File: src/rtl/load_store_unit.sv
// load_store_unit: single-outstanding load/store sequencer between a pipeline request port and a synchronous data memory.
// Ports: clk/rst (async active-high); req_* request handshake (we, addr, wdata, byte, lane, sign);
//        resp_* load response handshake; mem_* memory read address, read data (one-edge latency), write address/data/enable.
// Macro LSU_BYTE_EN enables byte loads (lane select, zero/sign fill) and read-modify-write byte stores; DATA_WIDTH must be >= 16 then.
module load_store_unit #(
  parameter int MEM_SIZE   = 512,
  parameter int DATA_WIDTH = 16
) (
  input  logic                        clk,
  input  logic                        rst,
  input  logic                        req_valid,
  output logic                        req_ready,
  input  logic                        req_we,
  input  logic [$clog2(MEM_SIZE)-1:0] req_addr,
  input  logic [DATA_WIDTH-1:0]       req_wdata,
  input  logic                        req_byte,
  input  logic                        req_lane,
  input  logic                        req_sign,
  output logic                        resp_valid,
  input  logic                        resp_ready,
  output logic [DATA_WIDTH-1:0]       resp_rdata,
  output logic [$clog2(MEM_SIZE)-1:0] mem_read_addr,
  input  logic [DATA_WIDTH-1:0]       mem_data_out,
  output logic [$clog2(MEM_SIZE)-1:0] mem_write_addr,
  output logic [DATA_WIDTH-1:0]       mem_data_in,
  output logic                        mem_write_enable
);
  typedef enum logic [2:0] {IDLE, RD_ISSUE, RD_WAIT, WRITE, RESP} state_t;
  state_t r_state, w_next;
  logic w_accept, w_req_byte, w_rmw;
  logic [DATA_WIDTH-1:0] w_load, w_merged;
`ifdef LSU_BYTE_EN
  localparam logic [DATA_WIDTH-1:0] LANE_MASK = DATA_WIDTH'(8'hFF);
  logic r_we, r_byte, r_lane, r_sign;
  logic [7:0] r_wbyte, w_sel;
  always_ff @(posedge clk or posedge rst)
    if (rst) {r_we, r_byte, r_lane, r_sign, r_wbyte} <= '0;
    else if (w_accept) {r_we, r_byte, r_lane, r_sign, r_wbyte} <= {req_we, req_byte, req_lane, req_sign, req_wdata[7:0]};
  assign w_req_byte = req_byte;
  // only byte stores ever pass through RD_WAIT as a store
  assign w_rmw = r_we;
  assign w_sel = r_lane ? mem_data_out[15:8] : mem_data_out[7:0];
  assign w_load = r_byte ? {{(DATA_WIDTH-8){r_sign & w_sel[7]}}, w_sel} : mem_data_out;
  assign w_merged = r_lane ? ((mem_data_out & ~(LANE_MASK << 8)) | (DATA_WIDTH'(r_wbyte) << 8))
                           : ((mem_data_out & ~LANE_MASK) | DATA_WIDTH'(r_wbyte));
`else
  logic w_unused;
  assign w_unused = ^{req_byte, req_lane, req_sign};
  assign w_req_byte = 1'b0;
  assign w_rmw = 1'b0;
  assign w_load = mem_data_out;
  assign w_merged = mem_data_in;
`endif
  assign w_accept = (r_state == IDLE) && req_valid;
  always_ff @(posedge clk or posedge rst)
    if (rst) r_state <= IDLE;
    else r_state <= w_next;
  always_comb begin
    w_next = r_state;
    case (r_state)
      IDLE:     w_next = !req_valid ? IDLE : (req_we && !w_req_byte) ? WRITE : RD_ISSUE;
      RD_ISSUE: w_next = RD_WAIT;
      RD_WAIT:  w_next = w_rmw ? WRITE : RESP;
      WRITE:    w_next = IDLE;
      RESP:     w_next = resp_ready ? IDLE : RESP;
      default:  w_next = IDLE;
    endcase
  end
  // outputs are registered from the next state so they line up with the state they describe
  always_ff @(posedge clk or posedge rst)
    if (rst) begin
      req_ready        <= 1'b1;
      resp_valid       <= 1'b0;
      resp_rdata       <= '0;
      mem_write_enable <= 1'b0;
      mem_read_addr    <= '0;
      mem_write_addr   <= '0;
      mem_data_in      <= '0;
    end else begin
      req_ready        <= w_next == IDLE;
      resp_valid       <= w_next == RESP;
      mem_write_enable <= w_next == WRITE;
      if (w_accept) begin
        mem_read_addr  <= req_addr;
        mem_write_addr <= req_addr;
        mem_data_in    <= req_wdata;
      end
      if (r_state == RD_WAIT) begin
        if (w_rmw) mem_data_in <= w_merged;
        else resp_rdata <= w_load;
      end
    end
endmodule

File: config.mk
export PLATFORM = sky130hd
export DESIGN_NAME = load_store_unit
export DESIGN_NICKNAME = d
export VERILOG_FILES = /design/src/rtl/load_store_unit.sv
export SDC_FILE = /design/constraint.sdc
export NUM_CORES = 1
export LEC_CHECK = 0
export ABC_CLOCK_PERIOD_IN_PS = 2250
export BUFFER_PORTS_ARGS = -buffer_cell sky130_fd_sc_hd__buf_4
export CAP_MARGIN = 0
export CELL_PAD_IN_SITES_DETAIL_PLACEMENT = 0
export CELL_PAD_IN_SITES_GLOBAL_PLACEMENT = 1
export CORE_MARGIN = 1.5
export CORE_UTILIZATION = 35
export CTS_CLUSTER_DIAMETER = 100
export DETAILED_ROUTE_END_ITERATION = 7
export GPL_TIMING_DRIVEN = 0
export PLACE_DENSITY = 0.79
export SYNTH_ARGS = -nofsm -noshare
export SYNTH_HDL_FRONTEND = slang
export SYNTH_SLANG_ARGS = --single-unit
export TNS_END_PERCENT = 1
File: constraint.sdc
create_clock -name clk -period 2.25 [get_ports clk]
set_clock_uncertainty 0.1 [all_clocks]
set_input_delay 0.1125 -clock clk [delete_from_list [all_inputs] [get_ports clk]]
set_output_delay 0.1125 -clock clk [all_outputs]
set_load 0.01 [all_outputs]
=== After elaboration in Yosys (flattened, before gate mapping) ===
Cells that the tools add are included.

* Register bits: 47
* Output and inout bits: 53

* Equal/unequal tests: 5
* Mux-type cells: 4
* Reductions and logical operators: 3

{| class="wikitable"
|+ Operator list
! kind !! count
|-
| $pmux W3 S4 || 1
|-
| $eq A3 B2 Y1 const B || 2
|-
| $eq A3 B3 Y1 const B || 2
|-
| $logic_not A3 Y1 || 2
|-
| $mux W2 || 2
|-
| $eq A3 B1 Y1 const B || 1
|-
| $mux W3 || 1
|-
| $logic_and A1 B1 Y1 || 1
|}

=== Logic depth before layout (Yosys ltp) ===
* Depth after elaboration: 4
* Mapped depth: 4

=== Worst setup path before layout ===
OpenSTA, ideal clock, no wires.

* Path kind: register -> register
* From: reg r_state[2]
* To: reg mem_data_in[10]
* Data arrival time: 1.539 ns
* Required time: 2.025 ns
* Slack: 0.486 ns
* Cell stages (with the launch flop): 5
* Path through: dfrtp_1 -> buf_6 -> nor4b_4 -> buf_6 -> mux2_4

* Longest elaborated chain between the ends: 2

{| class="wikitable"
|+ RTL lines
! element !! RTL line !! text
|-
| from (decl) || 29 || <nowiki>state_t r_state, w_next;</nowiki>
|-
| from (signal assigned) || 57 || <nowiki>else r_state <= w_next;</nowiki>
|-
| $logic_not A3 Y1 || 54 || <nowiki>assign w_accept = (r_state == IDLE) && req_valid;</nowiki>
|-
| $logic_and A1 B1 Y1 || 54 ||
|-
| to (signal assigned) || 86 || <nowiki>mem_data_in <= req_wdata;</nowiki>
|-
| to (signal assigned) || 89 || <nowiki>if (w_rmw) mem_data_in <= w_merged;</nowiki>
|-
| to (decl) || 25 || <nowiki>output logic [DATA_WIDTH-1:0] mem_data_in,</nowiki>
|}

Every way passes these cells.
A chain may end at the register's enable or synchronous reset.

=== Worst setup path after layout ===
* From: reg r_state[2]
* To: reg mem_data_in[9]

The elaborated chain is that of the path after synthesis.

==> summary.md <==
| Metric | Value |
|---|---|
| Status | `completed` |
| Gpl congestion | `0.690` |
| Share of post-route cells with drive strength above 1 | `62.5%` |
| Netlist cell types | `19` |
| Site Rows | `26` |
| FF-to-FF End | `mem_data_in[9]` |
| Initial antenna violation count | `0` |
| Worst path max stage delay | `620 ps` |
| Most common flop cell mapped by yosys | `dfrtp_1` |
| Fin crit period | `1940 ps` |
| Setup violations, final | `0` |
| Internal power | `0.00289 W` |
| Psw | `0.00134 W` |
| Setup bufs post-CTS | `0` |
| Yosys warning total | `0` |
| Die Footprint | `0.00602 mm²` |
| DRC viols | `0` |
| Dpl hpwl | `2.89 mm` |
| Required time worst endpoint | `2340 ps` |
| CP Capture Type | `flip-flop` |
| Cell Pwr Density | `1270 mW/mm²` |
| Mapped Area | `0.00195 mm²` |
| Cells after Synth | `117` |
| CTS clock-pin slew for the worst setup and hold paths | `80 ps` |
| Slew Limit Fails | `0` |
| Final period util | `86.2%` |
| Total wire length | `4.41 mm` |
| Most frequent cell after synthesis | `dfrtp_1` |
| Yosys top cell area share | `59.1%` |
| Worst slack, placed | `292 ps` |
| CTS H-Tree Depth | `2` |
| Synth area leader | `dfrtp_1` |
| Max Freq | `516 MHz` |
| #FFs+latches synth | `47` |
| Port buffer count | `98` |
| Final nets | `317` |
| Worst Path Arrival | `2020 ps` |
| VDD IR max | `0.647 mV` |
| R2R depth | `4` |
| Post_cts resized | `0` |
| CP Class | `reg2reg` |
| CTS Sinks | `47` |
| Post-route ant nets | `0` |
| Endpoints failing hold | `0` |
| Ports | `102` |
| Delay-heaviest family, CP | `simple AND/OR/NAND/NOR gates` |
| Pleak | `1.60 nW` |
| CTS tree | `yes` |
| Min-Delay Path Class | `in2async` |
| Area Growth Syn to Fin | `71.0%` |
| Comb pwr share | `51.9%` |
| Crit-path max FO | `10` |
| DR WL/cell | `13.0 µm` |
| Clock share of power | `11.8%` |
| Synthesized area per cell | `16.7 µm²` |
| Origin of the critical flop-to-flop path | `r_state[2]` |
| Max cap viols | `0` |
| Slowest cell on crit path | `nor4b_4` |
| Num CTS Buffers | `5` |
| Core ar. | `0.00524 mm²` |
| First-pass GRT wire length | `7.07 mm` |
| Grt ovf | `0` |
| RSZ-0062 raised after global routing | `no` |
| Sequential area share after synthesis | `60.4%` |
| CP Cell Sequence | `buf_6, nor4b_4, buf_6, mux2_4` |
| Ant. Diodes | `0` |
| Largest buffer count on any clock path | `2` |
| Worst-Skew Late Latency | `300 ps` |
| Relative slew slack | `56.3%` |
| Logic depth of the worst path, buffers included | `4` |
| Die span in x | `77.6 µm` |
| Top cells by area, synth | `dfrtp_1 (59%), mux2_4 (14%), mux2_2 (13%)` |
| Post-route setup TNS | `0 ps` |
| Iteration-0 DRC Markers | `38` |
| DR vias/cell | `4.39` |
| Largest net degree at the start of global routing | `33` |
| Buf/Inv on CP | `2` |
| Via Count | `1488` |
| EDFF count, synth | `0` |
| Die height | `77.6 µm` |
| Async set or reset register ratio after synthesis | `100%` |
| GRT Total Usage | `15.1%` |
| Setup ws final | `311 ps` |
| TritonRoute pass-1 iters | `4` |
| Internal reg-to-reg setup slack | `310 ps` |
| Worst-margin pin slew | `653 ps` |
| Hold buffers post-CTS | `45` |
| Finished Layout Cells | `339` |
| Syn_nets | `166` |
| Inst Count DP | `286` |
| Sw Share | `31.7%` |
| Synth cell count leaders | `dfrtp_1 (46), mux2_2 (23), mux2_4 (18), buf_4 (10), buf_6 (4)` |
| Starting Density | `37.2%` |
| Crit-path most repeated cell | `buf_6` |
| Part of the power in registers | `36.3%` |
| Vias in the first global route | `1484` |
| Critical path startpoint category | `flip-flop` |
| Clock root cell | `clkbuf_8` |
-- logic make-up (layout without fill, tap and decap cells) --
family | after synthesis | in the layout | share of synthesized area, %
AOI/OAI and AO/OA | 4 | 4 | 1.16
muxes | 41 | 41 | 27.2
DFF | 47 | 47 | 60.4
buffers and inverters | 15 | 167 | 6.36
and+or+nand+nor | 10 | 10 | 4.88
-- worst max path at each step --
stage / startpoint / end / slack [ps]
6_report: r_state[2] / mem_data_in[9] / 310
4_1_cts: r_state[2] / mem_data_in[10] / 270
5_1_grt: r_state[2] / mem_data_in[14] / 200
3_3_place_gp: rst / resp_rdata[11] / 240
2_1_floorplan: r_state[2] / mem_data_in[10] / 490
3_5_place_dp: r_state[2] / mem_data_in[13] / 290
-- power groups by stage --
stage               Combinational (W)  Sequential [W]  Clock (W)
floorplan                     0.00102         0.00171          0
global placement              0.00212         0.00154          0
detailed placement            0.00214         0.00154          0
CTS                           0.00221         0.00153   0.000525
global route                  0.00234         0.00160   0.000562
finish                        0.00220         0.00153   0.000500
-- flip-flops by register name, summed over array words and instances, names as in the netlist --
signal,count
mem_data_in,16
resp_rdata,16
mem_read_addr,9
r_state,3
mem_write_enable,1
req_ready,1
resp_valid,1
-- cell type report --
type | count | area [µm²]
Inverter | 1 | 3.75
Sequential cell | 47 | 1180
Timing Repair Buffer | 144 | 1210
Buffer | 14 | 120
Fill cell | 394 | 1910
Multi-Input combinational cell | 55 | 647
Clock inverter | 3 | 20.0
Clock buffer | 5 | 68.8
Tap cell | 70 | 87.6
-- per-layer routing --
layer	wire [µm]	vias up	track usage [%]
li1	-	697	-
met1	1900	721	18.9
met2	2200	64	25.4
met3	251	6	4.00
met4	59	0	4.91
met5	0	-	0
-- metrics by stage --
stage | hold slack (ps) | area, µm² | total power, W | utilization (%)
2_1_floorplan | 141 | 1950 | 0.00273 | -
3_3_place_gp | 243 | 2770 | 0.00366 | 52.9
3_5_place_dp | 19.9 | 2790 | 0.00368 | 53.3
4_1_cts | 237 | 3330 | 0.00427 | 63.6
5_1_grt | 266 | 3330 | 0.00450 | 63.6
6_report | 252 | 3330 | 0.00423 | 63.6
-- placed cells by master, fill, tap and decap left out --
cell             n
nor3b_4          1
nor3_1           1
or3b_2           1
inv_2            1
nor4b_4          1
nor2_1           1
a21oi_1          3
buf_12           1
nor3b_1          1
buf_6            4
nand2b_1         1
and2_1           1
clkinvlp_4       2
mux2_2          23
or2_2            1
dfrtp_1         46
a211oi_1         1
mux2_4          18
buf_4          108
dlygate4sd3_1   45
clkbuf_8         5
clkinv_2         1
nor4b_1          1
dfstp_2          1
-- worst register-to-register path, cell delays in order, from the launching register on --
cell     delay [ps]
dfrtp_1         380
buf_6           140
nor4b_4         620
buf_6           280
mux2_4          310
No activity file was read; power rests on OpenSTA's default activity.
